==> config.mk <==
export PLATFORM = sky130hd
export DESIGN_NAME = fp_add_sequencer
export DESIGN_NICKNAME = d
export VERILOG_FILES = /design/src/rtl/fp_add_sequencer.sv
export SDC_FILE = /design/constraint.sdc
export NUM_CORES = 1
export LEC_CHECK = 0
export ABC_CLOCK_PERIOD_IN_PS = 3830
export CAP_MARGIN = 40
export CORE_ASPECT_RATIO = 1.25
export CORE_UTILIZATION = 60
export CTS_BUF_LIST = sky130_fd_sc_hd__clkbuf_4 sky130_fd_sc_hd__clkbuf_8
export DETAILED_ROUTE_END_ITERATION = 7
export GPL_TIMING_DRIVEN = 0
export MAX_ROUTING_LAYER = met4
export PLACE_DENSITY_LB_ADDON = 0.2
export SLEW_MARGIN = 40
export SYNTH_ARGS = -nofsm -noshare
export SYNTH_HDL_FRONTEND = slang
export SYNTH_SLANG_ARGS = --single-unit
export TNS_END_PERCENT = 1
==> constraint.sdc <==
create_clock -name clk -period 3.83 [get_ports clk]
set_input_delay 0.9575 -clock clk [delete_from_list [all_inputs] [get_ports clk]]
set_output_delay 0.9575 -clock clk [all_outputs]
set_load 0.01 [all_outputs]
==> src/rtl/fp_add_sequencer.sv <==
// rtl/fp_add_sequencer.sv - multi-cycle IEEE-754 add/sub sequencer (cmp, align, add, normalize, pack)
// Optional macro FP_ADD_RNE_EN: round-to-nearest-even in an extra PACK cycle; default truncates.
module fp_add_sequencer #(
  parameter int MENT_WIDTH = 23,
  parameter int EXPO_WIDTH = 8
) (
  input  logic                             clk,
  input  logic                             rst_n,
  input  logic                             in_valid,
  output logic                             in_ready,
  input  logic [EXPO_WIDTH+MENT_WIDTH:0]   in_opa,
  input  logic [EXPO_WIDTH+MENT_WIDTH:0]   in_opb,
  input  logic                             in_sub,
  output logic                             out_valid,
  input  logic                             out_ready,
  output logic [EXPO_WIDTH+MENT_WIDTH:0]   out_result,
  output logic [2:0]                       out_flags,
  output logic [EXPO_WIDTH-1:0]            align_rshift,
  output logic                             busy
);
  localparam int W  = 1 + EXPO_WIDTH + MENT_WIDTH;
  localparam int MW = MENT_WIDTH + 4;   // hidden + fraction + guard/round/sticky
  localparam int SW = MENT_WIDTH + 5;   // MW plus carry-out
  localparam logic [EXPO_WIDTH-1:0] EXP_MAX = '1;
  localparam logic [EXPO_WIDTH-1:0] SH_SAT  = EXPO_WIDTH'(MENT_WIDTH + 3);
  localparam logic [EXPO_WIDTH:0]   EXP_ONE = (EXPO_WIDTH+1)'(1);
  localparam logic [W-1:0] QNAN = {1'b0, EXP_MAX, 1'b1, {(MENT_WIDTH-1){1'b0}}};

  localparam logic [2:0] S_IDLE    = 3'd0;
  localparam logic [2:0] S_EXP_CMP = 3'd1;
  localparam logic [2:0] S_ALIGN   = 3'd2;
  localparam logic [2:0] S_ADD     = 3'd3;
  localparam logic [2:0] S_NORM    = 3'd4;
  localparam logic [2:0] S_PACK    = 3'd5;
  localparam logic [2:0] S_RND     = 3'd6;
  localparam logic [2:0] S_DONE    = 3'd7;

  logic [2:0]            state;
  logic [W-1:0]          opa_r, opb_r, spec_res_r;
  logic                  sign_l, eff_sub, spec_r, inv_r, unf_r;
  logic [EXPO_WIDTH:0]   exp_r;
  logic [MW-1:0]         mant_l, mant_s;
  logic [SW-1:0]         sum_r;

  logic [EXPO_WIDTH-1:0] ea, eb;
  logic [MENT_WIDTH-1:0] fa, fb;
  logic [MENT_WIDTH:0]   ma, mb;
  logic                  a_nan, b_nan, a_inf, b_inf, a_is_l;
  logic                  special, special_inv;
  logic [W-1:0]          special_res;
  logic [MW-1:0]         shifted, shr_mask;
  logic [W-1:0]          pack_res;
  logic                  pack_ovf;

  assign in_ready  = (state == S_IDLE);
  assign busy      = (state != S_IDLE);
  assign out_valid = (state == S_DONE);

  // Denormals are flushed: a zero exponent drops both hidden bit and fraction.
  always_comb begin
    ea    = opa_r[W-2:MENT_WIDTH];
    eb    = opb_r[W-2:MENT_WIDTH];
    fa    = opa_r[MENT_WIDTH-1:0];
    fb    = opb_r[MENT_WIDTH-1:0];
    ma    = (ea == '0) ? '0 : {1'b1, fa};
    mb    = (eb == '0) ? '0 : {1'b1, fb};
    a_nan = (ea == EXP_MAX) && (fa != '0);
    b_nan = (eb == EXP_MAX) && (fb != '0);
    a_inf = (ea == EXP_MAX) && (fa == '0);
    b_inf = (eb == EXP_MAX) && (fb == '0);
    a_is_l = {ea, ma} >= {eb, mb};
  end

  always_comb begin
    special     = 1'b1;
    special_inv = 1'b0;
    special_res = QNAN;
    if (a_nan || b_nan || (a_inf && b_inf && (opa_r[W-1] != opb_r[W-1])))
      special_inv = 1'b1;
    else if (a_inf)
      special_res = {opa_r[W-1], EXP_MAX, {MENT_WIDTH{1'b0}}};
    else if (b_inf)
      special_res = {opb_r[W-1], EXP_MAX, {MENT_WIDTH{1'b0}}};
    else
      special = 1'b0;
  end

  // Right shift keeping everything shifted out as a sticky OR in bit 0.
  always_comb begin
    shr_mask = ~({MW{1'b1}} << align_rshift);
    if (align_rshift >= SH_SAT)
      shifted = {{(MW-1){1'b0}}, |mant_s};
    else
      shifted = (mant_s >> align_rshift) | {{(MW-1){1'b0}}, |(mant_s & shr_mask)};
  end

  always_comb begin
    pack_ovf = 1'b0;
    if (spec_r)
      pack_res = spec_res_r;
    else if (sum_r == '0)
      pack_res = '0;
    else if (exp_r >= {1'b0, EXP_MAX}) begin
      pack_res = {sign_l, EXP_MAX, {MENT_WIDTH{1'b0}}};
      pack_ovf = 1'b1;
    end else
      pack_res = {sign_l, exp_r[EXPO_WIDTH-1:0], sum_r[MENT_WIDTH+2:3]};
  end

`ifdef FP_ADD_RNE_EN
  logic                  rnd_inc;
  logic [MENT_WIDTH+1:0] rnd_m;
  always_comb begin
    rnd_inc = sum_r[2] & (sum_r[1] | sum_r[0] | sum_r[3]);
    rnd_m   = {1'b0, sum_r[MENT_WIDTH+3:3]} + {{(MENT_WIDTH+1){1'b0}}, rnd_inc};
  end
`endif

  always_ff @(posedge clk or negedge rst_n) begin
    if (!rst_n) begin
      state        <= S_IDLE;
      opa_r        <= '0;
      opb_r        <= '0;
      spec_res_r   <= '0;
      sign_l       <= 1'b0;
      eff_sub      <= 1'b0;
      spec_r       <= 1'b0;
      inv_r        <= 1'b0;
      unf_r        <= 1'b0;
      exp_r        <= '0;
      mant_l       <= '0;
      mant_s       <= '0;
      sum_r        <= '0;
      align_rshift <= '0;
      out_result   <= '0;
      out_flags    <= '0;
    end else begin
      case (state)
        S_IDLE: if (in_valid) begin
          opa_r  <= in_opa;
          opb_r  <= {in_opb[W-1] ^ in_sub, in_opb[W-2:0]};
          spec_r <= 1'b0;
          inv_r  <= 1'b0;
          unf_r  <= 1'b0;
          state  <= S_EXP_CMP;
        end
        S_EXP_CMP: begin
          sign_l       <= a_is_l ? opa_r[W-1] : opb_r[W-1];
          eff_sub      <= opa_r[W-1] ^ opb_r[W-1];
          exp_r        <= {1'b0, a_is_l ? ea : eb};
          mant_l       <= {a_is_l ? ma : mb, 3'b000};
          mant_s       <= {a_is_l ? mb : ma, 3'b000};
          align_rshift <= a_is_l ? (ea - eb) : (eb - ea);
          spec_r       <= special;
          spec_res_r   <= special_res;
          inv_r        <= special_inv;
          state        <= special ? S_PACK : S_ALIGN;
        end
        S_ALIGN: begin
          mant_s <= shifted;
          state  <= S_ADD;
        end
        S_ADD: begin
          sum_r <= eff_sub ? ({1'b0, mant_l} - {1'b0, mant_s})
                           : ({1'b0, mant_l} + {1'b0, mant_s});
          state <= S_NORM;
        end
        S_NORM: begin
          if (sum_r[SW-1]) begin
            sum_r <= {1'b0, sum_r[SW-1:2], sum_r[1] | sum_r[0]};
            exp_r <= exp_r + EXP_ONE;
            state <= S_PACK;
          end else if (sum_r[SW-2] || (sum_r == '0)) begin
            state <= S_PACK;
          end else if (exp_r <= EXP_ONE) begin
            // one more left shift would take the exponent to zero
            sum_r <= '0;
            exp_r <= '0;
            unf_r <= 1'b1;
            state <= S_PACK;
          end else begin
            sum_r <= sum_r << 1;
            exp_r <= exp_r - EXP_ONE;
          end
        end
        S_PACK: begin
`ifdef FP_ADD_RNE_EN
          if (!spec_r) begin
            if (rnd_m[MENT_WIDTH+1]) begin
              sum_r <= {2'b01, {(MENT_WIDTH+3){1'b0}}};
              exp_r <= exp_r + EXP_ONE;
            end else
              sum_r <= {1'b0, rnd_m[MENT_WIDTH:0], 3'b000};
          end
          state <= S_RND;
`else
          out_result <= pack_res;
          out_flags  <= {inv_r, pack_ovf, unf_r};
          state      <= S_DONE;
`endif
        end
        S_RND: begin
          out_result <= pack_res;
          out_flags  <= {inv_r, pack_ovf, unf_r};
          state      <= S_DONE;
        end
        S_DONE: if (out_ready) state <= S_IDLE;
        default: state <= S_IDLE;
      endcase
    end
  end
endmodule

==> results of run 1 <==
==> cell usage after synthesis, types with 6 or more instances <==
| master | number | area, sq um |
|---|---|---|
| nand3_1 | 28 | 140 |
| a221o_1 | 6 | 60.1 |
| inv_1 | 81 | 304 |
| a222oi_1 | 15 | 150 |
| dfrtp_1 | 206 | 5150 |
| a21o_1 | 21 | 158 |
| clkbuf_1 | 78 | 293 |
| nor2_1 | 138 | 518 |
| o21bai_1 | 12 | 90.1 |
| a311oi_1 | 6 | 52.6 |
| a31oi_1 | 43 | 269 |
| o21ai_0 | 182 | 911 |
| o221ai_1 | 13 | 114 |
| a22oi_1 | 17 | 128 |
| xor2_1 | 11 | 96.3 |
| a211oi_1 | 18 | 135 |
| o211ai_1 | 9 | 67.6 |
| o22ai_1 | 11 | 68.8 |
| buf_2 | 26 | 130 |
| and3_1 | 9 | 56.3 |
| nand2b_1 | 7 | 43.8 |
| nor4_1 | 29 | 181 |
| o21a_1 | 10 | 75.1 |
| ha_1 | 92 | 1150 |
| nand4_1 | 18 | 113 |
| nor3_1 | 39 | 195 |
| a21oi_1 | 146 | 731 |
| mux2i_1 | 39 | 390 |
| buf_4 | 6 | 45.0 |
| xnor2_1 | 27 | 236 |
| mux2_2 | 54 | 608 |
| and2_1 | 29 | 181 |
| o31ai_1 | 7 | 52.6 |
| mux4_2 | 9 | 203 |
| or3_1 | 9 | 56.3 |
| o21ai_1 | 6 | 30.0 |
| buf_1 | 13 | 48.8 |
| nor2b_1 | 33 | 206 |
| a221oi_1 | 11 | 96.3 |
| nand2_1 | 226 | 848 |
==> sequential cells by signal, summed over array words and instances (netlist names), 3 cells and up <==
signal	count
out_result	32
exp_r	9
align_rshift	8
state	3
out_flags	3
spec_res_r	3
opb_r	32
mant_l	24
opa_r	32
sum_r	28
mant_s	27
==> power by group through the flow <==
stage	registers, W	clock network [W]	logic (W)
final	0.00458	0.00202	0.0123
after global routing	0.00463	0.00212	0.0131
after CTS	0.00443	0.00201	0.0113
after detailed placement	0.00444	0	0.0110
after global placement	0.00438	0	0.0108
after floorplan	0.00396	0	0.00757
==> final cells by class <==
| cell class | instances | area [sq um] |
|---|---|---|
| Multi-Input combinational cell | 1414 | 9520 |
| Fill cell | 1775 | 6640 |
| Sequential cell | 206 | 5170 |
| Timing Repair Buffer | 133 | 1380 |
| Clock buffer | 51 | 658 |
| Buffer | 125 | 596 |
| Tap cell | 330 | 413 |
| Inverter | 84 | 315 |
| Clock inverter | 8 | 53.8 |
==> kinds of logic (layout without fill, tap and decap cells) <==
logic type,count (synthesis),count (layout),synth area share [%]
xor+xnor,38,38,2.18
buf+inv,209,401,5.56
compound gates,588,588,24.6
flops,206,206,33.8
mux,103,103,7.95
simple gates,590,590,18.0
fa+ha+maj,95,95,7.94
==> cell usage in the layout (no fill, tap or decap), types with 20 or more instances in the layout <==
cell               n
nor2b_1           33
a31oi_1           43
nand3_1           28
clkdlybuf4s50_1  113
xnor2_1           25
inv_1             81
ha_1              89
a21o_1            21
mux2i_1           37
dfrtp_1          196
a21oi_1          143
clkbuf_8          44
o21ai_0          180
mux2_2            54
nor4_1            24
buf_4             20
and2_1            28
nor3_1            39
nor2_1           138
clkbuf_1          74
buf_2             24
nand2_1          222
==> per-layer routing <==
layer	wire [microns]	GRT usage, %	share of wire (%)
met5	0	-	0
met4	4310	27.7	7.6
met3	6400	9.14	11
met2	25700	68.0	45
met1	20400	55.9	36
==> timing repair <==
| action | in CTS | in global routing |
|---|---|---|
| endpoints found under the setup margin | 64 | 64 |
| setup buffers | 3 | 11 |
| gates cloned | 0 | 1 |
| pin swaps | 6 | 12 |
| resized for setup | 34 | 42 |
==> worst min path at each step <==
stage	end	slack, ns	cells past startpoint
finish	opb_r[8]	0.29	1
global route	opb_r[8]	0.31	1
CTS	opb_r[7]	0.29	1
detailed placement	out_result[7]	0.47	2
global placement	out_flags[1]	0.45	2
floorplan	spec_res_r[30]	0.44	1
==> worst register-to-register path, stage by stage (launching register included) <==
cell	delay [ns]
dfrtp_2	0.45
nor4_4	0.37
nand2_4	0.18
buf_8	0.18
and2_1	0.18
ha_1	0.30
nand4_1	0.28
nor4_2	0.33
a221o_1	0.33
o21ai_4	0.14
buf_6	0.19
a211oi_1	0.26
a21oi_1	0.11
xnor2_1	0.31
o21ai_1	0.09
==> through the flow <==
stage          util [%]  hold slack, ns  worst slack, ns  total power, W
2_1_floorplan         -           0.435            0.569          0.0115
3_3_place_gp       67.9           0.453            -6.46          0.0152
3_5_place_dp       68.4           0.470           -0.905          0.0154
4_1_cts            71.9           0.294         -0.00795          0.0178
5_1_grt            73.2           0.307          -0.0668          0.0199
6_report           73.2           0.289          -0.0199          0.0189
==> metrics.txt, run 1 <==
critical-path maximum fanout=10; Logic pwr share=65.1%; DRC=26; CTS tree=yes; I/O Buffers=114; pin count of the biggest net entering global routing=74; failing checks=design-rule violations, negative setup slack; cell count after placement=2277; final worst path period share=101%; Hold WC Path Type=primary input to asynchronous set/reset pin; Routed WL=56.8 mm; f_max=between 200 and 300 MHz; Worst-path clk slew=0.06 ns; DRT antenna net count=0; worst skew pair latency=0.54 ns; sw power=0.00989 W; CTS Buf Count=34; die height=180 microns; Total GRT Usage=45.4%; RSZ-0062 raised after global routing=yes; buffer and inverter count on the worst path=2; Final WS setup=-0.0199 ns; fin crit period=3.85 ns; Layout area overhead=18.6%; delay-heaviest family, CP=simple AND/OR/NAND/NOR gates; CP Depth=14; Worst setup EP type=flip-flop; reg-to-reg startpoint=opa_r[26]; die width=145 microns; Initial Util=61.7%; FF-to-FF setup slack=-0.02 ns; # IOs=115; vias per std cell=6.87; non-filler instance count after layout=2351; crit path DAT=4.22 ns; FF-to-FF path depth=14; fin nets=2162; Critical path origin=opa_r[26]; LEAKAGE=7.65 nW; Sw Ratio=52.4%; first-pass GRT wire length=87.5 mm; Post-synth EDFFs=0; GRT overflow=0; status=complete, but fails checks; YS warnings=0; worst slew pin tran=roughly 0.86 ns; CP max stage delay=0.45 ns; via count=about 16000; Detail Placement HPWL=42.6 mm; Post-CTS Hold Fix Bufs=0; Clock Sinks=206; placed cell area=16900 sq um; fin. max-slew vios=0; GPL Wtd Cong=between 1 and 1.5; H-tree Lvls=2; skew final=~0.038 ns; detailed router's first-iteration violation count=~2200; clock power share=10.7%; antenna violations before repair=0; Inserted Diodes=0; cell row count=64; final hold viol count=0; Critical R2R Capture=align_rshift[6]; cell count after synthesis=around 1800; max cap viols=0; register area share after synthesis=33.8%; Slowest-stage cell, CP=dfrtp_2; startpoint types=flip-flop; CP Cell Sequence=nor4_4 > nand2_4 > buf_8 > and2_1 > ha_1 > nand4_1 > nor4_2 > a221o_1 > o21ai_4 > buf_6 > a211oi_1 > a21oi_1 > xnor2_1 > o21ai_1; DIE AREA=26100 sq um; Pint=approximately 0.009 W; Setup CP Type=flip-flop to flip-flop; FFs w/ async S/R, synth=100%; drt first pass iters=8; Mapped Nets=1993; Sequential Power Share=between 20% and 30%; clock root cell=clkbuf_8; Finished Cell Area=18100 sq um; post-synth cell types=87; ys flop type=dfrtp_1; setup TNS=-0.0375 ns; Worst Setup EP=align_rshift[6]; Synth Register Bits=206; Clock Tree Buf Depth=3; vias in the first global route=15590; Slew HR=42.4%; Final setup viols=4; wire length per cell=24.1 microns; PwrDens=1040 nW/um^2; Core ar.=24700 sq um; VDD IR max=between 0.0008 and 0.0009 V; Mapped Area=15300 sq um; layout cells sized above 1=approximately 12%; Critical Path RT=4.20 ns; Post-Syn Area per Cell=8.34 sq um
No activity file was read; power rests on OpenSTA's default activity.
==> run 2: changes to the inputs <==
--- a/config.mk
+++ b/config.mk
@@ -8,10 +8,11 @@
 export ABC_CLOCK_PERIOD_IN_PS = 3830
 export CAP_MARGIN = 40
 export CORE_ASPECT_RATIO = 1.25
-export CORE_UTILIZATION = 60
+export CORE_UTILIZATION = 50
 export CTS_BUF_LIST = sky130_fd_sc_hd__clkbuf_4 sky130_fd_sc_hd__clkbuf_8
 export DETAILED_ROUTE_END_ITERATION = 7
 export GPL_TIMING_DRIVEN = 0
+export HOLD_SLACK_MARGIN = 0.12
 export MAX_ROUTING_LAYER = met4
 export PLACE_DENSITY_LB_ADDON = 0.2
 export SLEW_MARGIN = 40
==> metrics.txt, run 2 (synthesized netlist as in run 1, its figures left out) <==
Setup CP Type=flip-flop to flip-flop; GRT overflow=0 (unchanged); Worst-path clk slew=0.08 ns (+0.02 ns); final worst path period share=99.3% (-1.3 points); VDD IR max=0.000823 V (-4.5%); critical-path maximum fanout=10 (unchanged); Layout area overhead=19.3%; PwrDens=1030 nW/um^2 (-1.2%); Initial Util=50.8% (-11 points); via count=15464 (-4.3%); startpoint types=flip-flop; Core ar.=30000 sq um (+21%); Final setup viols=0 (-4); Sequential Power Share=24.2% (about the same); Tot Pwr=0.0188 W (-0.60%); Clock Tree Buf Depth=3 (unchanged); Final WS setup=0.0286 ns (+0.0485 ns); status=completed; Inserted Diodes=0 (unchanged); commonest non-fill, non-tap cell in the layout=nand2_1; Place WS=-0.894 ns (+0.0107 ns); Logic pwr share=64.4% (-0.7 points); wire length per cell=24.2 microns (about the same); Worst setup EP type=flip-flop; LEAKAGE=7.67 nW (+0.19%); max cap viols=0 (unchanged); DRT antenna net count=0 (unchanged); Final Util=60.6% (-13 points); Slew HR=39.8% (-2.5 points); largest registers=opa_r: 32 flops, opb_r: 32 flops, out_result: 32 flops; Slowest-stage cell, CP=dfrtp_1; cell row count=71 (+11%); clock root cell=clkbuf_8; Hold WC Path Type=primary input to asynchronous set/reset pin; I/O Buffers=114 (unchanged); Critical Path RT=4.20 ns (about the same); fin crit period=3.80 ns (-0.0485 ns); placed cell area=17000 sq um (+0.51%); CP Cell Sequence=nor4_4 > nand2_4 > buf_6 > and2_1 > ha_1 > nand4_1 > nor4_2 > a221o_1 > o21ai_4 > buf_4 > buf_4 > a21oi_1 > o221ai_1; DIE AREA=31200 sq um (+20%); f_max=263 MHz (+1.3%); most frequent cells in the layout=nand2_1 (220), dfrtp_1 (198), o21ai_0 (180), a21oi_1 (142), nor2_1 (137); clock power share=11.4% (+0.7 points); vias in the first global route=15061 (-3.4%); H-tree Lvls=2 (unchanged); worst slew pin tran=0.899 ns (+0.0422 ns); skew final=0.0263 ns (-0.0118 ns); die width=158 microns (+9.4%); fill count=2724 (+53%); Total GRT Usage=39.1% (-6.3 points); DRC=0 (-100%); CTS Buf Count=35 (+2.9%); CTS tree=yes; setup TNS=0 ns (+0.0375 ns); final hold viol count=0 (unchanged); sw power=0.00976 W (-1.3%); die height=197 microns (+9.4%); detailed router's first-iteration violation count=1533 (-31%); drt first pass iters=6 (-2); Detail Placement HPWL=45.7 mm (+7.3%); fin nets=2163 (+0.046%); # IOs=115 (unchanged); RSZ-0062 raised after global routing=yes; Routed WL=58.6 mm (+3.1%); pin count of the biggest net entering global routing=59 (-20%); Sw Ratio=52.0% (-0.35 points); vias per std cell=6.38 (-7.2%); layout cells sized above 1=12.8% (+0.38 points); Finished Cell Area=18200 sq um (+0.59%); GPL Wtd Cong=1.04 (-2.0%); antenna violations before repair=1 (+1); first-pass GRT wire length=88.7 mm (+1.3%); Pint=0.00900 W (+0.14%); Clock Sinks=206 (unchanged); crit path DAT=4.17 ns (-0.05 ns); fin. max-slew vios=0 (unchanged); worst skew pair latency=0.57 ns (+0.03 ns); CP max stage delay=0.45 ns (about the same); most frequent CP cell=buf_4
[run 2: cell count changes in the layout (fill, tap and decap cells not counted), sizes merged]
cell / change
clkinv: +2
buf: -1
bufinv: +1
clkbuf: +1
clkinvlp: -1
[run 2: critical path: cells and delay by family (launching register included)]
family | cells | cell delay, ns
simple gates | 5 | 1.31
fa+ha+maj | 1 | 0.32
compound gates | 4 | 0.94
buf+inv | 3 | 0.58
flops | 1 | 0.45
[run 2: worst paths after layout]
kind                                 from              to  slack [ns]  cells after the start
min in group clk           out_result[17]  out_result[17]        0.48                      2
max                             opa_r[28]       mant_s[6]        0.03                     13
max reg2reg                     opa_r[28]       mant_s[6]        0.03                     13
min                                 rst_n       mant_s[0]        0.28                      1
min reg2reg                out_result[17]  out_result[17]        0.48                      2
max in group asynchronous           rst_n       opb_r[26]        2.80                      2
[run 2: area by class of cell]
class                   count  area, sq um  share of cell area [%]
well taps                 401          502                    2.76
inverters                  84          315                    1.73
clock buffers              51          652                    3.58
plain buffers             125          593                    3.26
flip-flops and latches    206         5160                    28.4
multi-input cells        1414         9510                    52.2
clock inverters            10         91.3                   0.502
repair buffers            133         1380                    7.58
[run 2: stage by stage]
step,hold WS [ns],cells
final,0.282,2424
after global routing,0.333,2424
after CTS,0.300,2412
after detailed placement,0.473,2348
after global placement,0.453,2344
after floorplan,0.435,1829
[run 2: power groups by stage]
stage | Sequential [W] | Combinational, W | Clock, W
after floorplan | 0.00396 | 0.00757 | 0
after global placement | 0.00442 | 0.0111 | 0
after detailed placement | 0.00445 | 0.0112 | 0
after CTS | 0.00443 | 0.0115 | 0.00216
after global routing | 0.00461 | 0.0130 | 0.00224
final | 0.00454 | 0.0121 | 0.00213
[run 2: repair_timing]
| item | in CTS | in global routing |
|---|---|---|
| buffers inserted | 3 | 10 |
| pin swaps | 5 | 21 |
| hold buffers | 0 | 0 |
| cloned | 0 | 2 |
| endpoints found under the setup margin | 64 | 64 |
| resized for setup | 30 | 49 |
[run 2: per-layer routing]
metal	GRT usage [%]	share of wire (%)
met1	47.0	39
met2	64.3	48
met3	5.29	7.3
met4	18.5	5.8
met5	-	0
==> run 3: changes to the inputs <==
--- a/config.mk
+++ b/config.mk
@@ -6,7 +6,6 @@
 export NUM_CORES = 1
 export LEC_CHECK = 0
 export ABC_CLOCK_PERIOD_IN_PS = 3830
-export CAP_MARGIN = 40
 export CORE_ASPECT_RATIO = 1.25
 export CORE_UTILIZATION = 50
 export CTS_BUF_LIST = sky130_fd_sc_hd__clkbuf_4 sky130_fd_sc_hd__clkbuf_8
==> results of run 3 <==
The final DEF is identical to that of run 2; final timing and power are the same.
